===== src/rtl/btn_pkg.sv =====
// Shared definitions for the push-button conditioner: FSM state encoding and
// default timing constants for a 1 MHz system clock.
package btn_pkg;

    typedef enum logic [1:0] {
        StIdle   = 2'd0,
        StDelay  = 2'd1,
        StRepeat = 2'd2
    } btn_state_e;

    localparam int unsigned DefDebounceCycles = 10000;   // 10 ms
    localparam int unsigned DefRepeatDelay    = 500000;  // 500 ms
    localparam int unsigned DefRepeatPeriod   = 100000;  // 100 ms

    function automatic int unsigned max_u(input int unsigned a, input int unsigned b);
        return (a > b) ? a : b;
    endfunction

endpackage


===== src/rtl/btn_channel.sv =====
// One button: 2-flop synchroniser, debounce counter and press/auto-repeat pulse FSM.
// Auto-repeat (DELAY/REPEAT states and timer) exists only when BTN_AUTOREPEAT_EN is defined.
module btn_channel
    import btn_pkg::*;
#(
    parameter int unsigned DebounceCycles = DefDebounceCycles,
    parameter int unsigned RepeatDelay    = DefRepeatDelay,
    parameter int unsigned RepeatPeriod   = DefRepeatPeriod
) (
    input  logic clk_i,
    input  logic rst_ni,
    input  logic btn_n_i,
    output logic level_o,
    output logic pulse_o
);

    localparam int unsigned CntW = (DebounceCycles > 1) ? $clog2(DebounceCycles) : 1;

    if (DebounceCycles < 2 || RepeatDelay < 2 || RepeatPeriod < 2) begin : g_bad_cfg
        $error("btn_channel: timing parameters must all be >= 2");
    end

    logic [1:0]      sync_q;
    logic            sync_pressed;
    logic [CntW-1:0] cnt_q, cnt_d;
    logic            level_q, level_d;
    logic            toggle, rise, fall;
    logic            pulse_q;

    assign sync_pressed = ~sync_q[1];

    always_comb begin
        cnt_d  = '0;
        toggle = 1'b0;
        if (sync_pressed != level_q) begin
            if (cnt_q == CntW'(DebounceCycles - 1)) begin
                toggle = 1'b1;
            end else begin
                cnt_d = cnt_q + 1'b1;
            end
        end
    end

    assign level_d = level_q ^ toggle;
    assign rise    = toggle & ~level_q;
    assign fall    = toggle & level_q;

    always_ff @(posedge clk_i or negedge rst_ni) begin
        if (!rst_ni) begin
            sync_q  <= 2'b11;
            cnt_q   <= '0;
            level_q <= 1'b0;
        end else begin
            sync_q  <= {sync_q[0], btn_n_i};
            cnt_q   <= cnt_d;
            level_q <= level_d;
        end
    end

`ifdef BTN_AUTOREPEAT_EN
    localparam int unsigned TmrW = $clog2(max_u(RepeatDelay, RepeatPeriod) + 1);

    btn_state_e      state_q;
    logic [TmrW-1:0] tmr_q;

    // Timer holds 1 on the cycle after a pulse, so a match at N lands the next pulse N edges later.
    always_ff @(posedge clk_i or negedge rst_ni) begin
        if (!rst_ni) begin
            state_q <= StIdle;
            tmr_q   <= '0;
            pulse_q <= 1'b0;
        end else begin
            pulse_q <= 1'b0;
            unique case (state_q)
                StIdle: begin
                    if (rise) begin
                        pulse_q <= 1'b1;
                        tmr_q   <= TmrW'(1);
                        state_q <= StDelay;
                    end
                end
                StDelay: begin
                    if (fall) begin
                        tmr_q   <= '0;
                        state_q <= StIdle;
                    end else if (tmr_q == TmrW'(RepeatDelay)) begin
                        pulse_q <= 1'b1;
                        tmr_q   <= TmrW'(1);
                        state_q <= StRepeat;
                    end else begin
                        tmr_q <= tmr_q + 1'b1;
                    end
                end
                StRepeat: begin
                    if (fall) begin
                        tmr_q   <= '0;
                        state_q <= StIdle;
                    end else if (tmr_q == TmrW'(RepeatPeriod)) begin
                        pulse_q <= 1'b1;
                        tmr_q   <= TmrW'(1);
                    end else begin
                        tmr_q <= tmr_q + 1'b1;
                    end
                end
                default: begin
                    tmr_q   <= '0;
                    state_q <= StIdle;
                end
            endcase
        end
    end
`else
    always_ff @(posedge clk_i or negedge rst_ni) begin
        if (!rst_ni) begin
            pulse_q <= 1'b0;
        end else begin
            pulse_q <= rise;
        end
    end
`endif

    assign level_o = level_q;
    assign pulse_o = pulse_q;

endmodule


===== src/rtl/btn_debounce_repeat.sv =====
// Multi-channel push-button conditioner: one independent btn_channel per button.
// Define BTN_AUTOREPEAT_EN to enable auto-repeat pulses while a button is held.
module btn_debounce_repeat
    import btn_pkg::*;
#(
    parameter int unsigned CHANNELS        = 4,
    parameter int unsigned DEBOUNCE_CYCLES = DefDebounceCycles,
    parameter int unsigned REPEAT_DELAY    = DefRepeatDelay,
    parameter int unsigned REPEAT_PERIOD   = DefRepeatPeriod
) (
    input  logic                clk,
    input  logic                rst_n,
    input  logic [CHANNELS-1:0] btn_n_in,
    output logic [CHANNELS-1:0] level_out,
    output logic [CHANNELS-1:0] pulse_out
);

    for (genvar i = 0; i < CHANNELS; i++) begin : g_ch
        btn_channel #(
            .DebounceCycles(DEBOUNCE_CYCLES),
            .RepeatDelay   (REPEAT_DELAY),
            .RepeatPeriod  (REPEAT_PERIOD)
        ) u_ch (
            .clk_i  (clk),
            .rst_ni (rst_n),
            .btn_n_i(btn_n_in[i]),
            .level_o(level_out[i]),
            .pulse_o(pulse_out[i])
        );
    end

endmodule

===== config.mk =====
export PLATFORM = sky130hd
export DESIGN_NAME = btn_debounce_repeat
export DESIGN_NICKNAME = d
export VERILOG_FILES = /design/src/rtl/btn_pkg.sv /design/src/rtl/btn_channel.sv /design/src/rtl/btn_debounce_repeat.sv
export SDC_FILE = /design/constraint.sdc
export NUM_CORES = 1
export LEC_CHECK = 0
export BUFFER_PORTS_ARGS = -buffer_cell sky130_fd_sc_hd__clkbuf_2
export CORE_UTILIZATION = 45
export DETAILED_ROUTE_END_ITERATION = 8
export PLACE_DENSITY = 0.67
export RECOVER_POWER = 50
export SKIP_CTS_REPAIR_TIMING = 1
export SLEW_MARGIN = 20
export SYNTH_ARGS = -nofsm -noshare
export SYNTH_HDL_FRONTEND = slang
export SYNTH_SLANG_ARGS = --single-unit

===== constraint.sdc =====
create_clock -name clk -period 2.4 [get_ports clk]
set_input_delay 0.72 -clock clk [delete_from_list [all_inputs] [get_ports clk]]
set_output_delay 0.72 -clock clk [all_outputs]
set_load 0.01 [all_outputs]

==> flow_summary.toml, run 1 <==
[setup_path]
crit_path_end_kind = "flip-flop"
path_delay_family = "simple AND/OR/NAND/NOR gates"
crit_path_cell_trace = "or4b_1 > or4_4 > nor2b_1 > ha_1 > inv_1"
cp_data_required_time_ns = 2.67
path_class = "flip-flop to flip-flop"
arrival_ns = 2.24
crit_slowest_cell = "or4_4"
cpPeakStageDelay_ns = 0.56
crit_fanout = 3
crit_buf_inv = 1
critPathLaunchType = "flip-flop"

[logic_synthesis]
netlist_instances = 322
synth_top_area_share_pct = 47.5
ys_seq_area_share_pct = 53.7
synthTopCellsByArea = "dfrtp_1 (48%), xnor2_1 (12%), nor2_1 (7.8%)"
ys_ff_latch = 72
synth_area_um2 = 3370
synth_commonest_cells = "nor2_1 (70), dfrtp_1 (64), xnor2_1 (48), nand3_1 (20)"
ys_warn_count = 0
post-synth-top-count-cell = "nor2_1"
synth-edff-count = 0
yosys.area.top_type = "dfrtp_1"
synth_fp_nets = 340
yosys.cell_types.count = 21
avgSynthCellArea_um2 = 10.5
synth_ff_type = "dfrtp_1"
synthArstFlopShare_pct = 100

[timing]
max_freq_ghz = 0.508
slew-limit-headroom_pct = -8.73
tns_ns = 0
tightest_slew_ns = 1.63
finalHoldViolCount = 0
period_needed_ns = 1.97
finalSetupViolCount = 0
rsz0062_at_grt = "no"
maxSlewViolCount = 30
fin_crit_sh_pct = 82.1
skew_ns = 0.00749

[outcome]
status = "finished with violations"
violations = "capacitance limit, slew limit"

[cells_and_area]
diodes = 0
stdcell_area_um2 = 3740
finish.net_count = 353
syn2layout_area_growth_pct = 10.8
nFillCells = 657
drive_gt1_share_pct = 12.9

[clock_tree]
cts.path.max_buffers = 2
cts_tree = "yes"
cts_root_buf = "clkbuf_8"
cts-buffers-inserted = 9
path_clk_slew_ns = 0.07
htree_num_levels = 3
clock_sinks = 72
clk_latency_ns = 0.33

[place]
placed_area_um2 = 3480
io_buffers = 13
hpwlAfterDp_mm = 3.65
gp_congestion = 0.865

[power]
p_per_area_nw_per_um2 = 683
finalPower_mw = 2.55
ir_worst_vdd_uv = 363
leakage_nw = 1.58

[detailed_routing]
finalWirelength_mm = 5.44
num_vias = 2154
drtIter0Drc = 36
drc = 0
dr.pass1.iters = 4
ant_nets = 0
wire_per_inst_um = 12.4
viasPerCell = 4.91

[global_routing]
grt_pass1_wl_mm = 9.81
grt_max_degree = 44
grt_overflow_total = 0
antenna_found_initial = 0
grt_pass1_vias = 2148
grtUsageTotal_pct = 16.5

[floorplanning]
io_pins = 14
initial_core_util_pct = 46.5
dieHeight_um = 88.5
die_x_um = 88.5
core_area_um2 = 7250
rows = 31
dieArea_um2 = 7840

[worst_hold_path]
hp-class = "flip-flop to flip-flop"

[flow_run]
maxCapViolations = 1
==> report_power, final <==
part	internal, mW	leakage (nW)	switching (mW)	total, mW
sequential	1.24	0.968	0.0244	1.27
clock	0.778	0.133	0.430	1.21
combinational	0.0266	0.482	0.0513	0.0779
total	2.05	1.58	0.506	2.55
==> cell usage in the layout, fill, tap and decap left out, drive strengths merged <==
master / synthesis / routed
clkbuf: 0 / 25
dfstp: 8 / 8
dfrtp: 64 / 64
or4b: 4 / 4
inv: 16 / 16
nand2: 16 / 16
nand3: 20 / 20
and3: 4 / 4
nor4: 4 / 4
or3: 4 / 4
nor3: 16 / 16
nor2: 70 / 70
nor2b: 2 / 2
bufinv: 0 / 3
xnor2: 48 / 48
ha: 12 / 12
or4: 4 / 4
nand4: 12 / 12
clkinv: 0 / 1
xor2: 6 / 6
buf: 12 / 1
==> worst register-to-register path, cell delays in order (launching register included) <==
cell,delay (ns)
dfrtp_1,0.40
or4b_1,0.53
or4_4,0.56
nor2b_1,0.14
ha_1,0.24
inv_1,0.05
==> final cells by class <==
| cell class | count | area [µm²] | area share (%) |
|---|---|---|---|
| Multi-Input combinational cell | 222 | 1390 | 37.3 |
| Tap cell | 99 | 124 | 3.32 |
| Sequential cell | 72 | 1810 | 48.5 |
| Inverter | 16 | 60.1 | 1.61 |
| Clock buffer | 12 | 165 | 4.42 |
| Clock inverter | 4 | 98.8 | 2.65 |
| Timing Repair Buffer | 14 | 82.6 | 2.21 |
==> stage by stage <==
stage                     instances  utilization (%)  worst slack, ns  hold slack [ns]
after global routing            439             51.5            0.286            0.352
after CTS                       439             51.6            0.425            0.308
final                           439             51.5            0.430            0.353
after detailed placement        423             47.9            0.446            0.347
after global placement          423             47.9            0.488            0.346
after floorplan                 322                -            0.522            0.345
==> worst paths after layout <==
check	startpoint	endpoint	slack [ns]	depth (start not counted)
worst max-delay path	g_ch[2].u_ch.cnt_q[11]	g_ch[2].u_ch.level_o	0.43	5
worst min-delay path	g_ch[3].u_ch.sync_q[0]	g_ch[3].u_ch.sync_q[1]	0.35	0
worst max register to register	g_ch[2].u_ch.cnt_q[11]	g_ch[2].u_ch.level_o	0.43	5
worst min register to register	g_ch[3].u_ch.sync_q[0]	g_ch[3].u_ch.sync_q[1]	0.35	0
max in group asynchronous	rst_n	g_ch[0].u_ch.sync_q[0]	0.61	2
min in group asynchronous	rst_n	g_ch[3].u_ch.level_o	0.80	1
==> cell families after synthesis <==
group,synth area share (%)
buf+inv,4.90
simple gates,22.9
flops,53.7
fa+ha+maj,4.45
xor+xnor,14.0
==> sequential cells by signal, indices dropped and copies added, names as in the netlist <==
register and cells:
g_ch.u_ch.sync_q 8, g_ch.u_ch.pulse_o 4, g_ch.u_ch.level_o 4, g_ch.u_ch.cnt_q 56
==> routing by layer <==
layer | part of all wire [%] | vias up | wire length [µm] | GRT usage [%]
met5 | 0 | - | 0 | 0
met4 | 0.81 | 0 | 44 | 6.45
met3 | 2.7 | 2 | 147 | 4.57
met2 | 48 | 25 | 2590 | 24.8
met1 | 49 | 1051 | 2660 | 22.7
li1 | - | 1076 | - | -
(Power assumes the default switching activity.)
==> inputs of run 2 (changes only) <==
==> constraint.sdc (replaced) <==
create_clock -name clk -period 1.88 [get_ports clk]
set_input_delay 0.564 -clock clk [delete_from_list [all_inputs] [get_ports clk]]
set_output_delay 0.564 -clock clk [all_outputs]
set_load 0.01 [all_outputs]
==> flow_summary.toml, run 2 (synthesis gave the netlist of run 1 again) <==
[power]
power.share.clock_pct = 44.0
ir_worst_vdd_uv = 349
p_sw_mw = 0.665
power.internal_mw = 2.40
p_comb_share_pct = 3.3
p_seq_share_pct = 52.7
leakage_nw = 1.63
p_sw_share_pct = 21.7
p_per_area_nw_per_um2 = 803

[timing]
tightest_slew_ns = 0.804
rsz0062_at_grt = "yes"
worst_hold_slack_ns = 0.296
finalHoldViolCount = 0
skew_ns = 0.00815
slew-limit-headroom_pct = 46.4
max_freq_ghz = 0.545
fin_crit_sh_pct = 97.5
maxSlewViolCount = 0
period_needed_ns = 1.83
finalSetupViolCount = 0

[clock_tree]
clk_latency_ns = 0.34
cts_tree = "yes"
cts-buffers-inserted = 9
htree_num_levels = 3
clock_sinks = 72
path_clk_slew_ns = 0.07
cts.path.max_buffers = 2
cts_root_buf = "clkbuf_8"

[detailed_routing]
drtIter0Drc = 96
num_vias = 2216
wire_per_inst_um = 12.2
drc = 0
finalWirelength_mm = 5.58
ant_nets = 0
viasPerCell = 4.86
dr.pass1.iters = 4

[global_routing]
grt_pass1_wl_mm = 9.85
grt_overflow_total = 0
antenna_found_initial = 0
grt_pass1_vias = 2217
grtUsageTotal_pct = 16.6
grt_max_degree = 34

[place]
gp_congestion = 0.794
io_buffers = 13
place_inst = 439
hpwlAfterDp_mm = 3.83

[setup_path]
arrival_ns = 2.11
cpPeakStageDelay_ns = 0.51
crit_path_cell_trace = "or4b_1 > or4_4 > nor2b_1 > ha_1 > inv_1"
crit_slowest_cell = "or4b_1"
crit_path_end_kind = "flip-flop"
path_class = "flip-flop to flip-flop"
cp_data_required_time_ns = 2.16
r2r_slack_ns = 0.05
crit_fanout = 3
critPathLaunchType = "flip-flop"

[cells_and_area]
largest_reg_flops = 56
regMostFlops = "g_ch.u_ch.cnt_q"
layout_common_cells = "nor2_1 (69), dfrtp_1 (64), xnor2_1 (48), nand3_1 (20)"
syn2layout_area_growth_pct = 13.2
layout_commonest_cell = "nor2_1"
finish.net_count = 370
diodes = 0
reg.largest.list = "g_ch.u_ch.cnt_q (56), g_ch.u_ch.sync_q (8)"
nFillCells = 665
drive_gt1_share_pct = 17.1
layoutNonFillerInstCount = 456

[worst_hold_path]
hp-class = "primary input to async pin"

[floorplanning]
io_pins = 14
rows = 31
dieArea_um2 = 7840
dieHeight_um = 88.5
core_area_um2 = 7250
die_x_um = 88.5
initial_core_util_pct = 46.5

[flow_run]
maxCapViolations = 0

[outcome]
status = "complete, no violations"
-- run 2: cell count changes in the layout (fill, tap and decap cells not counted), sizes merged --
cell / previous run / this run
bufinv: 3 / 2
buf: 1 / 15
clkinvlp: 0 / 2
clkbuf: 25 / 27
-- run 2: area by class of cell --
class	instances	area (µm²)	share of cell area [%]
sequential	72	1810	47.5
multi-input combinational	222	1410	36.9
timing repair buffer	31	189	4.95
clock buffer	11	141	3.71
tap	99	124	3.25
clock inverter	5	80.1	2.10
inverter	16	60.1	1.57
-- run 2: critical path: cells and delay by family (launching register included) --
family / cells / cell delay [ns]
buf+inv: 1 / 0.05
simple gates: 3 / 1.11
fa+ha+maj: 1 / 0.23
flops: 1 / 0.38
-- run 2: path summary, 6_finish.rpt --
path | startpoint | end | cells past startpoint
setup / recovery | g_ch[1].u_ch.cnt_q[6] | g_ch[1].u_ch.level_o | 5
hold / removal | rst_n | g_ch[2].u_ch.cnt_q[12] | 1
setup reg to reg | g_ch[1].u_ch.cnt_q[6] | g_ch[1].u_ch.level_o | 5
hold reg to reg | g_ch[1].u_ch.sync_q[0] | g_ch[1].u_ch.sync_q[1] | 0
max in group asynchronous | rst_n | g_ch[3].u_ch.sync_q[1] | 2
min in group clk | btn_n_in[2] | g_ch[2].u_ch.sync_q[0] | 1
-- run 2: per-layer routing --
| metal | vias up | track usage (%) | share of wire [%] |
|---|---|---|---|
| met1 | 1061 | 21.9 | 51 |
| met4 | 0 | 7.04 | 1.2 |
| met2 | 38 | 26.1 | 45 |
| met3 | 6 | 4.20 | 2.9 |
| met5 | - | 0 | 0 |
| li1 | 1111 | - | - |
-- run 2: stage by stage --
stage	power (mW)	setup slack, ns	area (µm²)	utilization [%]	TNS (ns)
after detailed placement	1.75	-0.0252	3600	49.6	-0.0655
after floorplan	1.70	0.00217	3370	-	0
after CTS	3.12	-0.0427	3820	52.6	-0.217
after global routing	3.20	-0.0312	3810	52.6	-0.0650
after global placement	1.75	0.00845	3600	49.6	0
final	3.06	0.0462	3810	52.6	0
-- run 2: power groups by stage --
| stage | logic [mW] | clock network [mW] | registers [mW] |
|---|---|---|---|
| floorplan | 0.0601 | 0 | 1.64 |
| global placement | 0.108 | 0 | 1.64 |
| detailed placement | 0.109 | 0 | 1.64 |
| CTS | 0.110 | 1.39 | 1.62 |
| global route | 0.119 | 1.46 | 1.62 |
| finish | 0.100 | 1.35 | 1.62 |
